$ cat src/rtl/axis_width_serializer.sv
// AXI-Stream width down-converter: buffers IN_W-bit words in a small FIFO and
// emits them as OUT_W-bit slices, skipping slices whose keep bit is clear.
module axis_width_serializer #(
  parameter int unsigned IN_W      = 32,
  parameter int unsigned OUT_W     = 8,
  parameter int unsigned DEPTH     = 2,
  parameter bit          MSB_FIRST = 1'b0
) (
  input  logic                   m_axis_aclk,
  input  logic                   m_axis_reset,
  input  logic [IN_W-1:0]        m_axis_tdata,
  input  logic [IN_W/OUT_W-1:0]  m_axis_tkeep,
  input  logic                   m_axis_tlast,
  input  logic                   m_axis_valid,
  output logic                   m_axis_ready,
  output logic [OUT_W-1:0]       o_tdata,
  output logic                   o_tlast,
  output logic                   o_valid,
  input  logic                   i_ready,
  output logic                   o_err_null_last
);

  localparam int unsigned RATIO = IN_W / OUT_W;
  localparam int unsigned PTR_W = $clog2(DEPTH);
  localparam int unsigned CNT_W = PTR_W + 1;
  localparam int unsigned SEL_W = $clog2(RATIO);

  // Input FIFO storage and bookkeeping
  logic [IN_W-1:0]  mem_data [DEPTH];
  logic [RATIO-1:0] mem_keep [DEPTH];
  logic [DEPTH-1:0] mem_last;
  logic [PTR_W-1:0] wr_ptr_q, rd_ptr_q;
  logic [CNT_W-1:0] count_q, count_d;
  logic             ready_q;
  logic             wr_en, rd_en, fifo_empty;

  // Unpacker state
  logic [IN_W-1:0]  word_q;
  logic [RATIO-1:0] mask_q;
  logic             last_q;
  logic             err_q;

  logic [SEL_W-1:0] sel;
  logic [RATIO-1:0] sel_mask;
  logic [RATIO-1:0] mask_left;
  logic             fire;

  assign wr_en      = m_axis_valid && ready_q;
  assign fifo_empty = (count_q == '0);
  assign count_d    = count_q + CNT_W'(wr_en) - CNT_W'(rd_en);

  // Ready is a register so downstream stalls never reach the input port combinationally
  assign m_axis_ready = ready_q;

  // Pick the next slice to emit from the remaining-keep mask
  always_comb begin
    sel = '0;
    if (MSB_FIRST) begin
      for (int i = 0; i < int'(RATIO); i++) begin
        if (mask_q[i]) sel = SEL_W'(i);
      end
    end else begin
      for (int i = int'(RATIO) - 1; i >= 0; i--) begin
        if (mask_q[i]) sel = SEL_W'(i);
      end
    end
  end

  assign sel_mask  = RATIO'(1) << sel;
  assign o_valid   = |mask_q;
  assign fire      = o_valid && i_ready;
  assign mask_left = fire ? (mask_q & ~sel_mask) : mask_q;
  // Pop when the current word is (or is about to be) exhausted, giving zero-bubble reloads
  assign rd_en     = (mask_left == '0) && !fifo_empty;

  assign o_tdata         = word_q[int'(sel) * OUT_W +: OUT_W];
  assign o_tlast         = last_q && $onehot(mask_q);
  assign o_err_null_last = err_q;

  // FIFO storage writes; contents need no reset since pointers qualify them
  always_ff @(posedge m_axis_aclk) begin
    if (wr_en) begin
      mem_data[wr_ptr_q] <= m_axis_tdata;
      mem_keep[wr_ptr_q] <= m_axis_tkeep;
      mem_last[wr_ptr_q] <= m_axis_tlast;
    end
  end

  // FIFO pointers, occupancy and registered input ready
  always_ff @(posedge m_axis_aclk) begin
    if (m_axis_reset) begin
      wr_ptr_q <= '0;
      rd_ptr_q <= '0;
      count_q  <= '0;
      ready_q  <= 1'b0;
    end else begin
      if (wr_en) wr_ptr_q <= wr_ptr_q + PTR_W'(1);
      if (rd_en) rd_ptr_q <= rd_ptr_q + PTR_W'(1);
      count_q <= count_d;
      ready_q <= (count_d != CNT_W'(DEPTH));
    end
  end

  // Unpacker: load a new word on pop, otherwise retire emitted slices
  always_ff @(posedge m_axis_aclk) begin
    if (m_axis_reset) begin
      word_q <= '0;
      mask_q <= '0;
      last_q <= 1'b0;
      err_q  <= 1'b0;
    end else if (rd_en) begin
      word_q <= mem_data[rd_ptr_q];
      mask_q <= mem_keep[rd_ptr_q];
      last_q <= mem_last[rd_ptr_q];
      // A null word carrying tlast loses its packet boundary; flag it
      if ((mem_keep[rd_ptr_q] == '0) && mem_last[rd_ptr_q]) err_q <= 1'b1;
    end else begin
      mask_q <= mask_left;
    end
  end

endmodule
$ cat config.mk
export PLATFORM = sky130hd
export DESIGN_NAME = axis_width_serializer
export DESIGN_NICKNAME = d
export VERILOG_FILES = /design/src/rtl/axis_width_serializer.sv
export SDC_FILE = /design/constraint.sdc
export NUM_CORES = 1
export LEC_CHECK = 0
export CORE_UTILIZATION = 40
export DETAILED_ROUTE_END_ITERATION = 10
export DONT_BUFFER_PORTS = 1
export SKIP_LAST_GASP = 1
export SLEW_MARGIN = 20
export SYNTH_ARGS = -nofsm -noshare
export SYNTH_HDL_FRONTEND = slang
export SYNTH_SLANG_ARGS = --single-unit
$ cat constraint.sdc
create_clock -name m_axis_aclk -period 2.95 [get_ports m_axis_aclk]
set_clock_uncertainty 0.2 [all_clocks]
set_input_delay 0.4425 -clock m_axis_aclk [delete_from_list [all_inputs] [get_ports m_axis_aclk]]
set_output_delay 0.4425 -clock m_axis_aclk [all_outputs]
set_load 0.05 [all_outputs]
# After elaboration in Yosys (flattened, before gate mapping)
# Memory sizes are Yosys's and may differ from the RTL's. A register that Yosys moved wholly into a read port is not among the register bits.
# Index checks and enable logic that the tools add are counted.
[totals]
reg_bits = 13
out_inout_bits = 12
ramBits = 72
mem_count = 2
[memory_table]
columns = ["memory", "words", "width", "read_ports", "rd_ports_with_merged_regs", "wr", "line_no", "source"]
rows = [
  ["mem_data", 2, 32, 1, 1, 1, "29", "logic [IN_W-1:0] mem_data [DEPTH];"],
  ["mem_keep", 2, 4, 1, 1, 1, "30", "logic [RATIO-1:0] mem_keep [DEPTH];"],
]
[classes]
magnitude_cmp = 3
reduce_logical = 12
n_bitwise = 2
eq_ne = 2
n_addsub = 7
n_shift = 2
mux = 15
[ops]
columns = ["operator", "count"]
rows = [
  ["$shiftx A32 B6 Y8", 1],
  ["$logic_not A4 Y1", 2],
  ["$mux W2", 4],
  ["$mux W4", 2],
  ["$mux W1", 7],
  ["$logic_and A1 B1 Y1", 6],
  ["$add A1 B1 Y2", 2],
  ["$and A4 B4 Y4", 1],
  ["$lt A1 B2 Y1 const B", 2],
  ["$not A4 Y4", 1],
  ["$reduce_or A4 Y1", 1],
  ["$shl A1 B2 Y4 const A", 1],
  ["$add A2 B2 Y3", 1],
  ["$eq A3 B1 Y1 const B", 1],
  ["$add A1 B1 Y1 const B", 2],
  ["$add A2 B1 Y2", 1],
  ["$bwmux W2", 1],
  ["$logic_not A2 Y1", 1],
  ["$ne A2 B2 Y1 const B", 1],
  ["$reduce_and A2 Y1", 1],
  ["$sub A2 B1 Y2", 1],
  ["$demux W1 S1", 1],
  ["$ge A1 B1 Y1 const B", 1],
  ["$logic_not A1 Y1", 1],
]

# Longest topological paths before layout
[logic_depth]
depth_word = 12
ltp_mapped = 12

# Least setup slack after synthesis
# Ideal clock, no wire load.
[synth_timing]
kind = "flip-flop to output port"
from = "reg mask_q[1]"
to = "out o_tlast"
setup_slack_ns = -0.328
t_arrival_ns = 2.636
stages_incl_launch_ff = 7
cell_sequence = "dfxtp_1 > inv_1 > fa_1 > inv_1 > ha_1 > ha_1 > nor3_1"
[synth_via]
elab_chain_len = 4
[synth_lines]
columns = ["item", "line_no", "source"]
rows = [
  ["from (decl)", "39", "logic [RATIO-1:0] mask_q;"],
  ["from (signal assigned)", "113", "mask_q <= mem_keep[rd_ptr_q];"],
  ["from (signal assigned)", "118", "mask_q <= mask_left;"],
  ["$add A1 B1 Y2 (implied by the code)", "77", "assign o_tlast = last_q && $onehot(mask_q);"],
  ["$add A2 B2 Y3 (implied by the code)", "77", ""],
  ["$eq A3 B1 Y1", "77", ""],
  ["$logic_and A1 B1 Y1", "77", ""],
  ["to (decl)", "17", "output logic o_tlast,"],
]
# No other way between the ends.

# Worst setup path in the final report
[layout_timing]
from = "reg mask_q[3]"
to = "out o_tlast"
# Same word-level chain as after synthesis.

==> flow_summary_export.csv <==
group,metric,value,unit
clock_network,cts_max_level,4,
global_routing,grt_use_total,0.1639,
power_and_ir_drop,power.leakage,2.370,nW
place,port_buffers,0,
worst_setup_path,arrival,2210,ps
floorplanning,start_util,0.4101,
finish,multi_input_area,0.001495,sq mm
routing,post_drt_wl_per_cell,16.62,um
clock_network,numCtsBuffers,17,
worst_setup_path,slowest_delay,540,ps
synth,syn-num-nets,377,
synth,ys.flop_type,"edfxtp_1",
floorplanning,num_rows,39,
clock_network,cts_tree,"done",
routing,avgViaCountPerCell,5.129,
place,gp_routability_congestion,0.7187,
worst_setup_path,crit_family,"adder cells",
worst_hold_path,min_path_type,"in2reg",
clock_network,cts.sinks,118,
power_and_ir_drop,pwr_density_cell,1084,mW/mm^2
global_routing,grt_overflow,0,
finish,antenna_cells,0,
timing,slew-limit-headroom,0.5499,
synth,synth_edf_count,74,
timing,setup_slack,92.86,ps
floorplanning,io_pins,53,
finish,area_growth_syn_to_layout,28.66,%
synth,synthDistinctLibCells,40,
global_routing,antenna_found_initial,0,
floorplanning,core,0.01137,sq mm
routing,vias,2816,
synth,ys_ff_latch,118,
finish,regArea,0.003108,sq mm
timing,setup_viol,0,
clock_network,root_buffer,"clkbuf_16",
floorplanning,die_w,110.0,um
power_and_ir_drop,ir_worst_vdd,0.0005441,V
place,place_ws,183.7,ps
synth,synth_area_per_cell,14.13,sq um
global_routing,grt_pass1_wl,14210,um
worst_setup_path,end_kind,"primary output",
worst_setup_path,crit_required,2310,ps
worst_setup_path,path_cells,"inv_2 > fa_1 > inv_1 > ha_2 > ha_4 > nor3_2 > buf_6",
status,outcome,"finished, final reports clean",
timing,hold_viol_final,0,
timing,drv_slew,0,
clock_network,clkSlewWorstSetupHoldPaths,50,ps
synth,syn_inst,330,
worst_setup_path,slowest_stage,"fa_1",
routing,first_iter_violations,137,
routing,firstDrtPassIters,4,
timing,post-route-period-util,0.9685,
floorplanning,die_area,0.01209,sq mm
worst_setup_path,crit_type,"reg2out",
routing,final_antenna_net_count,0,
synth,yosysSeqAreaShare,0.6654,
floorplanning,die_y,110.0,um
synth,ys_warn_count,0,
finish,final_core_util,0.5277,
synth,netlist_area,0.004663,sq mm
job,max_cap_violations,0,
synth,ys_async_sr_fraction,0,
finish,n_fill_cell,979,
clock_network,ctsLongestPathBuffers,2,
timing,worstMarginPinSlew,673.5,ps
timing,min_period,2857,ps
global_routing,grt_max_degree,45,
finish,nets,440,
worst_setup_path,worst_setup_path_start_kind,"register",
timing,max_freq,0.3500,GHz
clock_network,clk_latency,410,ps
finish,drive_gt1_frac,0.2463,
global_routing,grt_pass1_vias,2841,
routing,drt_wl_total,9122,um
place,hpwl,5975,um
worst_setup_path,worstPathMaxFanout,3,
worst_setup_path,path_buf_inv,3,
routing,drc,0,
==> sequential cells by signal (all words and copies together), names as in the netlist, named ones only <==
register         cells
last_q               1
mask_q               4
mem_keep             8
m_axis_ready         1
count_q              2
o_err_null_last      1
word_q              32
mem_data            64
rd_ptr_q             1
wr_ptr_q             1
mem_last             2
==> synth_stat cells, drive strengths merged, types with 2 or more instances <==
master,number,area [sq um]
a21oi,13,65.06
a221o,7,70.07
a2bb2oi,2,17.52
and3,8,50.05
buf,5,35.02
clkbuf,12,45.04
dfxtp,44,880.8
edfxtp,74,2222
ha,5,62.56
inv,6,22.52
mux2,33,371.6
mux2i,38,380.4
nand2,6,22.52
nand3,2,10.01
nand3b,2,15.01
nor2,49,183.9
o211ai,2,20.02
o21a,2,15.01
o21ai,2,10.00
or3b,2,20.02
xnor2,2,17.52
xor2,2,17.52
==> placed cells by master (no fill, tap or decap), types with 2 or more instances in the layout <==
master / count
o21a_1: 2
buf_4: 19
a21oi_1: 13
clkinv_2: 3
nand3b_1: 2
buf_12: 4
a221o_1: 7
clkinvlp_4: 3
clkbuf_1: 2
and3_1: 7
bufinv_16: 3
a2bb2oi_1: 2
ha_1: 3
o21ai_1: 2
clkinv_4: 3
inv_1: 3
inv_2: 3
dfxtp_1: 42
mux2i_1: 38
dlygate4sd3_1: 37
nor2_1: 48
nand3_1: 2
clkbuf_16: 17
xor2_1: 2
mux2_2: 33
edfxtp_1: 74
nand2_1: 6
xnor2_1: 2
==> worst reg2reg max path, cell delays in order, from the launching register on <==
cell and delay (ps):
dfxtp_1 310, inv_2 80, ha_1 130, or3b_4 490, and3b_1 250, o211ai_4 160, buf_4 520, mux2i_1 330
nor2_1 60
==> repair_timing <==
item | in CTS | in global routing
endpoints found under the hold margin | 118 | 0
hold buffers | 38 | 0
gates resized for setup | 2 | 7
pin swaps | 1 | 3
endpoints found under the setup margin | 1 | 2
buffers inserted | 0 | 2
==> where the power goes <==
part	internal (W)	switching, W
Sequential	0.00214	0.000209
Combinational	0.000940	0.00118
Clock	0.00132	0.000713
==> area by class of cell <==
cell class / count / area share
inverter: 6 / 0.003754
timing repair buffer: 61 / 0.1007
clock inverter: 13 / 0.02628
tap: 143 / 0.02982
clock buffer: 19 / 0.07216
multi-input combinational: 189 / 0.2492
sequential: 118 / 0.5180
==> through the flow <==
stage	cells	TNS [ps]	instance area (sq um)	hold WS [ps]	power, W
after detailed placement	477	0	4980	290.0	0.004428
after global routing	549	-3.598	6000	132.5	0.006852
final	549	0	6000	130.5	0.006501
after floorplan	330	0	4671	254.8	0.003890
after global placement	477	0	4980	279.0	0.004387
after CTS	547	0	5966	118.5	0.006539
==> final timing paths <==
kind	start	to	slack, ps	cells past startpoint
hold / removal	m_axis_reset	o_err_null_last	130	2
setup reg to reg	mask_q[1]	word_q[3]	310	8
hold reg to reg	word_q[25]	word_q[25]	300	2
setup / recovery	mask_q[3]	o_tlast	90	7
==> cell families after synthesis <==
logic type | Yosys count | synth area share
flops | 118 | 0.6654
simple gates | 76 | 0.07593
mux | 71 | 0.1613
compound gates | 32 | 0.05017
buf+inv | 23 | 0.02200
fa+ha+maj | 6 | 0.01771
xor+xnor | 4 | 0.007514
==> routing by layer <==
layer | GRT usage | share of wire
met4 | 0.07429 | 0.017
met1 | 0.2020 | 0.45
met2 | 0.2580 | 0.48
met5 | 0 | 0
met3 | 0.05820 | 0.047
(Power assumes the default switching activity.)
==> variant 1: new RTL, same settings <==
Make the reset (`m_axis_reset`) asynchronous in 2 clocked blocks.
--- a/src/rtl/axis_width_serializer.sv
+++ b/src/rtl/axis_width_serializer.sv
@@ -88,5 +88,5 @@
 
   // FIFO pointers, occupancy and registered input ready
-  always_ff @(posedge m_axis_aclk) begin
+  always_ff @(posedge m_axis_aclk or posedge m_axis_reset) begin
     if (m_axis_reset) begin
       wr_ptr_q <= '0;
@@ -103,5 +103,5 @@
 
   // Unpacker: load a new word on pop, otherwise retire emitted slices
-  always_ff @(posedge m_axis_aclk) begin
+  always_ff @(posedge m_axis_aclk or posedge m_axis_reset) begin
     if (m_axis_reset) begin
       word_q <= '0;
Behaviour: differs if m_axis_reset is asserted again (counterexample within 4 cycles, from zero or initial values and one cycle with m_axis_reset high); with m_axis_reset held inactive, the same outputs for 10 cycles.
==> variant 1 against the original RTL <==
- count of clock-buffer cells in the layout fell by 2
- register-to-register slack got worse by 0.14 ns
- fmax shrank 3.4%
- hold slack improved by 0.019 ns
- worst setup slack lost 0.10 ns
- largest power group is now combinational cells
- power up 28%
- the flow now finishes with violations (DRC, setup timing)
- design area is 6.2% higher
- sequential cell count shrank 1
- area after synthesis increased by 3.9%
- critical endpoint unchanged
- wire length is 1.6% lower
- first-iteration DRC count shrank 39%
==> variant 1: results (changes against the original RTL) <==
Yosys
  – Adder-cell share of the synthesized area: 1.704% (was 1.771%)
  – Leading post-synthesis cells by instance count: edfxtp_1, mux2_2, dfrtp_1, mux2i_1, nor2_1 (was edfxtp_1, nor2_1, dfxtp_1, mux2i_1, mux2_2)
  – Multiplexer share of the synthesized area: 19.98% (was 16.13%)
  – Synthesized net count: 338 (was 377)
  – Complex-gate fraction of the synthesized area: 4.182% (was 5.017%)
  – Share of the yosys chip area belonging to registers: 68.04% (was 66.54%)
  – Count of cell types in the netlist: 37 (was 40)
  – Post-synth ARST share: 36.75% (was 0%)
  – Number of instances in the synthesized netlist: 291 (was 330)
  – Leading cell types by total area after synthesis: edfxtp_1, dfrtp_1, mux2_2, mux2i_1, ha_1 (was edfxtp_1, dfxtp_1, mux2i_1, mux2_2, nor2_1)
  – Post-Synth XOR/XNOR Area: 0.9035% (was 0.7513%)

Route
  – Via-to-Cell Ratio: 5.078 (was 5.129)
  – Iteration-0 DRC Markers: 84 (was 137)
  – Number of detailed-routing iterations run before antenna repair: 7 (was 4)
  – Final Routed Wirelength: 8979 um (was 9122 um)
  – Vias: 2620 (was 2816)
  – Number of remaining DRC errors: 2 (was 0)

STA
  – Rel. slew slack: 56.88% (was 54.99%)
  – Final-layout worst hold slack: 0.1493 ns (was 0.1305 ns)
  – Crit path setup slack, layout: -0.008398 ns (was 0.09286 ns)
  – Final count of negative-setup-slack endpoints: 1 (was 0)
  – Final-layout setup total negative slack: -0.008398 ns (was 0 ns)

Global route
  – Wire length of the first global-routing pass: 14990 um (was 14210 um)
  – Total track usage: 16.08% (was 16.39%)
  – Global Route met3 Usage: 5.616% (was 5.820%)
  – Number of antenna violations at the first check in global routing: 0 (unchanged)
  – Met2 track demand over resource in global routing: 25.55% (was 25.80%)
  – Global-route track usage on met1: 20.36% (was 20.20%)
  – Maximum number of pins on one net before global-route repair: 39 (was 45)

Place
  – Cell area after placement: 5235 um^2 (was 4980 um^2)
  – RePlAce Congestion: 0.7730 (was 0.7187)
  – Post-detailed-placement half-perimeter wirelength: 5663 um (was 5975 um)
  – Placed cells: 442 (was 477)

Power
  – Standby leakage power: 2.419 nW (was 2.370 nW)
  – Maximum resistive drop on vdd: 0.8533 mV (was 0.5441 mV)

Finish
  – Number of nets in the layout: 407 (was 440)

Critical path
  – Crit path DAT: 2.32 ns (was 2.21 ns)
  – Largest driver fanout on the critical path: 2 (was 3)

Status
  – Outcome: finished with violations (was finished, final reports clean)
  – Violated checks: DRC, setup timing
[variant 1: cell count changes after synthesis, moves of 3 or more]
cell      before  now
a221o_1        7    0
dfxtp_1       44    0
o31ai_1        1    8
nand2_1        6    2
o21ai_0        1   10
clkbuf_1      12    9
mux2_2        33   66
mux2i_1       38   18
nor2_1        49   12
a21oi_1       13    1
and3_1         8    1
mux2_1         0    4
dfrtp_1        0   43
[variant 1: area by class of cell]
cell class | instances | area [um^2]
multi-input cells | 155 | 1550
flip-flops and latches | 117 | 3299
fillers | 958 | 5245
clock inverters | 15 | 259.0
inverters | 6 | 25.02
clock buffers | 17 | 425.4
repair buffers | 63 | 630.6
well taps | 143 | 178.9
[variant 1: per-stage QoR]
| stage | setup WS, ns | util [%] |
|---|---|---|
| 6_report | -0.008398 | 54.84 |
| 5_1_grt | -0.09533 | 54.84 |
| 4_1_cts | -0.01067 | 54.58 |
| 3_5_place_dp | 0.1837 | 45.08 |
| 3_3_place_gp | 0.2679 | 45.08 |
| 2_1_floorplan | -0.2941 | - |
[variant 1: critical path, stage by stage (launching register included)]
cell and delay [ns]:
dfrtp_2 0.38, inv_4 0.04, fa_1 0.55, inv_2 0.05, ha_4 0.15, ha_4 0.21
nor4bb_4 0.34, buf_12 0.18
[variant 1: what timing repair did]
item / 4_1_cts / 5_1_grt
cloned: 0 / 0
setup endpoints to repair: 1 / 4
gates resized for setup: 4 / 5
endpoints found under the hold margin: 99 / 0
buffers inserted: 3 / 1
pin swaps: 1 / 2
hold buffers: 38 / 0
[variant 1: path summary, 6_finish.rpt]
path / from / to / depth (start not counted)
min in group asynchronous: m_axis_reset / word_q[28] / 2
min reg2reg: word_q[19] / word_q[19] / 1
max: mask_q[1] / o_tlast / 7
min: i_ready / mask_q[0] / 2
max reg2reg: mask_q[0] / m_axis_ready / 11
max in group asynchronous: m_axis_reset / word_q[8] / 3
[variant 1: logic make-up (layout without fill, tap and decap cells)]
logic type,count (synthesis),after routing
xor+xnor,5,5
compound gates,29,29
mux,88,88
fa+ha+maj,6,6
buf+inv,19,101
simple gates,27,27
flops,117,117
[variant 1: power by group]
part	switching (mW)	total (mW)	internal [mW]
combinational	1.81	3.34	1.53
clock	0.710	2.37	1.66
sequential	0.284	2.60	2.32
total	2.80	8.31	5.51
[variant 1: metal layers]
layer	up-vias	routed length, um
met5	-	0
met4	0	140
met3	12	393
met2	55	4363
met1	1310	4081
li1	1243	-
==> variant 2: new RTL, same settings <==
Made on the original files. Set the parameter `MSB_FIRST` to 1'b1 (it was 1'b0).
--- a/src/rtl/axis_width_serializer.sv
+++ b/src/rtl/axis_width_serializer.sv
@@ -5,5 +5,5 @@
   parameter int unsigned OUT_W     = 8,
   parameter int unsigned DEPTH     = 2,
-  parameter bit          MSB_FIRST = 1'b0
+  parameter bit          MSB_FIRST = 1'b1
 ) (
   input  logic                   m_axis_aclk,
Behaviour: not the same (Yosys sat finds a counterexample within 4 cycles, from zero or initial values and one cycle with m_axis_reset high).
==> variant 2 against the original RTL <==
- clock power down 2%
- count of clock-buffer cells in the layout decreased by 2
- sequential power increased by 3%
- wire length fell by 5.9%
- combinational power increased by 5%
- power rose by 1.8%
- area after synthesis about the same
- non-clock buffer count is 3 lower
- design area is 0.67% lower
- die area about the same
- critical path depth did not move
- cell count is 0.55% lower
- sequential cell count unchanged
- worst setup slack improved by 0.059 ns
==> variant 2: results (changes against the original RTL) <==
Finish
  – Number of nets in the layout: 436 (was 440)
  – Final instance area: 5959 um^2 (was 6000 um^2)
  – Non-Filler Instances: 546 (was 549)
  – Proportion of layout cells with a drive suffix above 1: 25.56% (was 24.63%)
  – Largest regs: mem_data (64), word_q (32), mem_keep (8) (unchanged)
  – Count of fill cells added during filler insertion: 927 (was 979)

Critical path
  – Largest driver fanout on the critical path: 4 (was 3)
  – Crit path DAT: 2.16 ns (was 2.21 ns)

Clock network
  – H-tree Lvls: 4 (unchanged)
  – Clock edge transition at the registers on the reported setup and hold paths: 0.05 ns (about the same)

Yosys
  – Number of instances in the synthesized netlist: 334 (was 330)
  – Leading post-synthesis cells by instance count: edfxtp_1, nor2_1, dfxtp_1, mux2i_1, a211oi_2 (was edfxtp_1, nor2_1, dfxtp_1, mux2i_1, mux2_2)
  – Post-Synth XOR/XNOR Area: 0.9396% (was 0.7513%)
  – Count of cell types in the netlist: 32 (was 40)
  – Multiplexer share of the synthesized area: 9.772% (was 16.13%)
  – Top FF cell, synth: edfxtp_1 (unchanged)
  – Adder-cell share of the synthesized area: 1.960% (was 1.771%)
  – Leading cell types by total area after synthesis: edfxtp_1, dfxtp_1, mux2i_1, a211oi_2, nor2_1 (was edfxtp_1, dfxtp_1, mux2i_1, mux2_2, nor2_1)
  – Synthesized net count: 380 (was 377)
  – Complex-gate fraction of the synthesized area: 11.46% (was 5.017%)
  – Share of the yosys chip area belonging to registers: 66.58% (was 66.54%)

Place
  – Placed cells: 474 (was 477)
  – Worst slack at placement: 0.07357 ns (was 0.1837 ns)
  – RePlAce Congestion: 0.7430 (was 0.7187)
  – Cell area after placement: 4941 um^2 (was 4980 um^2)
  – Post-detailed-placement half-perimeter wirelength: 5314 um (was 5975 um)

Status
  – Outcome: finished, final reports clean (unchanged)

Power
  – Standby leakage power: 2.046 nW (was 2.370 nW)
  – Maximum resistive drop on vdd: 0.4177 mV (was 0.5441 mV)

Route
  – Average detailed-routed wire length per instance: 15.73 um (was 16.62 um)
  – Via-to-Cell Ratio: 4.962 (was 5.129)
  – Iteration-0 DRC Markers: 118 (was 137)

STA
  – Final-layout worst hold slack: 0.1280 ns (was 0.1305 ns)
  – Rel. slew slack: 59.14% (was 54.99%)

Global route
  – Via count of the first global-routing pass: 2727 (was 2841)
  – Wire length of the first global-routing pass: 13650 um (was 14210 um)
  – Total track usage: 15.75% (was 16.39%)
  – Maximum number of pins on one net before global-route repair: 72 (was 45)

Min path
  – Tightest Hold Check Type: in -> reg (unchanged)
==> variant 2: cell types whose count changed after synthesis, sizes merged, moves of 4 or more <==
cell / unedited run / this run
a211oi: 1 / 34
buf: 5 / 9
mux2: 33 / 4
o21ai: 2 / 9
and3: 8 / 1
a221o: 7 / 0
nand2: 6 / 14
==> variant 2: power breakdown <==
part	switching [mW]	total, mW	leakage (nW)	internal [mW]
registers	0.221	2.41	1.04	2.19
logic	1.40	2.23	0.731	0.833
clock network	0.733	1.98	0.273	1.24
total	2.35	6.62	2.05	4.26
==> variant 2: worst max-delay path: stages (launching register included) <==
cell and delay (ns):
dfxtp_4 0.36, inv_2 0.04, fa_1 0.53, inv_1 0.04, ha_2 0.18, ha_4 0.24, nor3_2 0.19, buf_6 0.19
==> variant 2: final cells by class <==
type,instances,area share (%)
clock buffers,17,7.138
multi-input cells,188,24.88
clock inverters,15,2.624
flip-flops and latches,118,52.19
well taps,143,3.002
repair buffers,58,9.679
inverters,7,0.4829
==> variant 2: repair_timing <==
| action | in CTS | in global routing |
|---|---|---|
| pin swaps | 1 | 3 |
| resized for setup | 1 | 7 |
| hold buffers | 38 | 0 |
| setup buffers | 0 | 2 |
| endpoints found under the setup margin | 1 | 2 |
| hold endpoints to repair | 118 | 0 |
==> variant 2: kinds of logic after synthesis <==
| group | count (synthesis) |
|---|---|
| adders and majority gates | 7 |
| and+or+nand+nor | 73 |
| buffers and inverters | 28 |
| xor gates and xnor gates | 5 |
| DFF | 118 |
| muxes | 45 |
| AOI/OAI and AO/OA | 58 |
==> variant 2: final timing paths <==
path	from	to	slack, ns	depth (start not counted)
worst max-delay path	mask_q[3]	o_tlast	0.15	7
worst min-delay path	i_ready	mask_q[3]	0.13	3
worst max register to register	mask_q[0]	m_axis_ready	0.15	10
worst min register to register	word_q[1]	word_q[1]	0.30	2
==> variant 2: per-layer routing <==
layer  track usage, %  part of all wire [%]
met5                0                     0
met1            19.33                    45
met4            8.000                   1.8
met2            24.87                    48
met3            5.039                   4.8
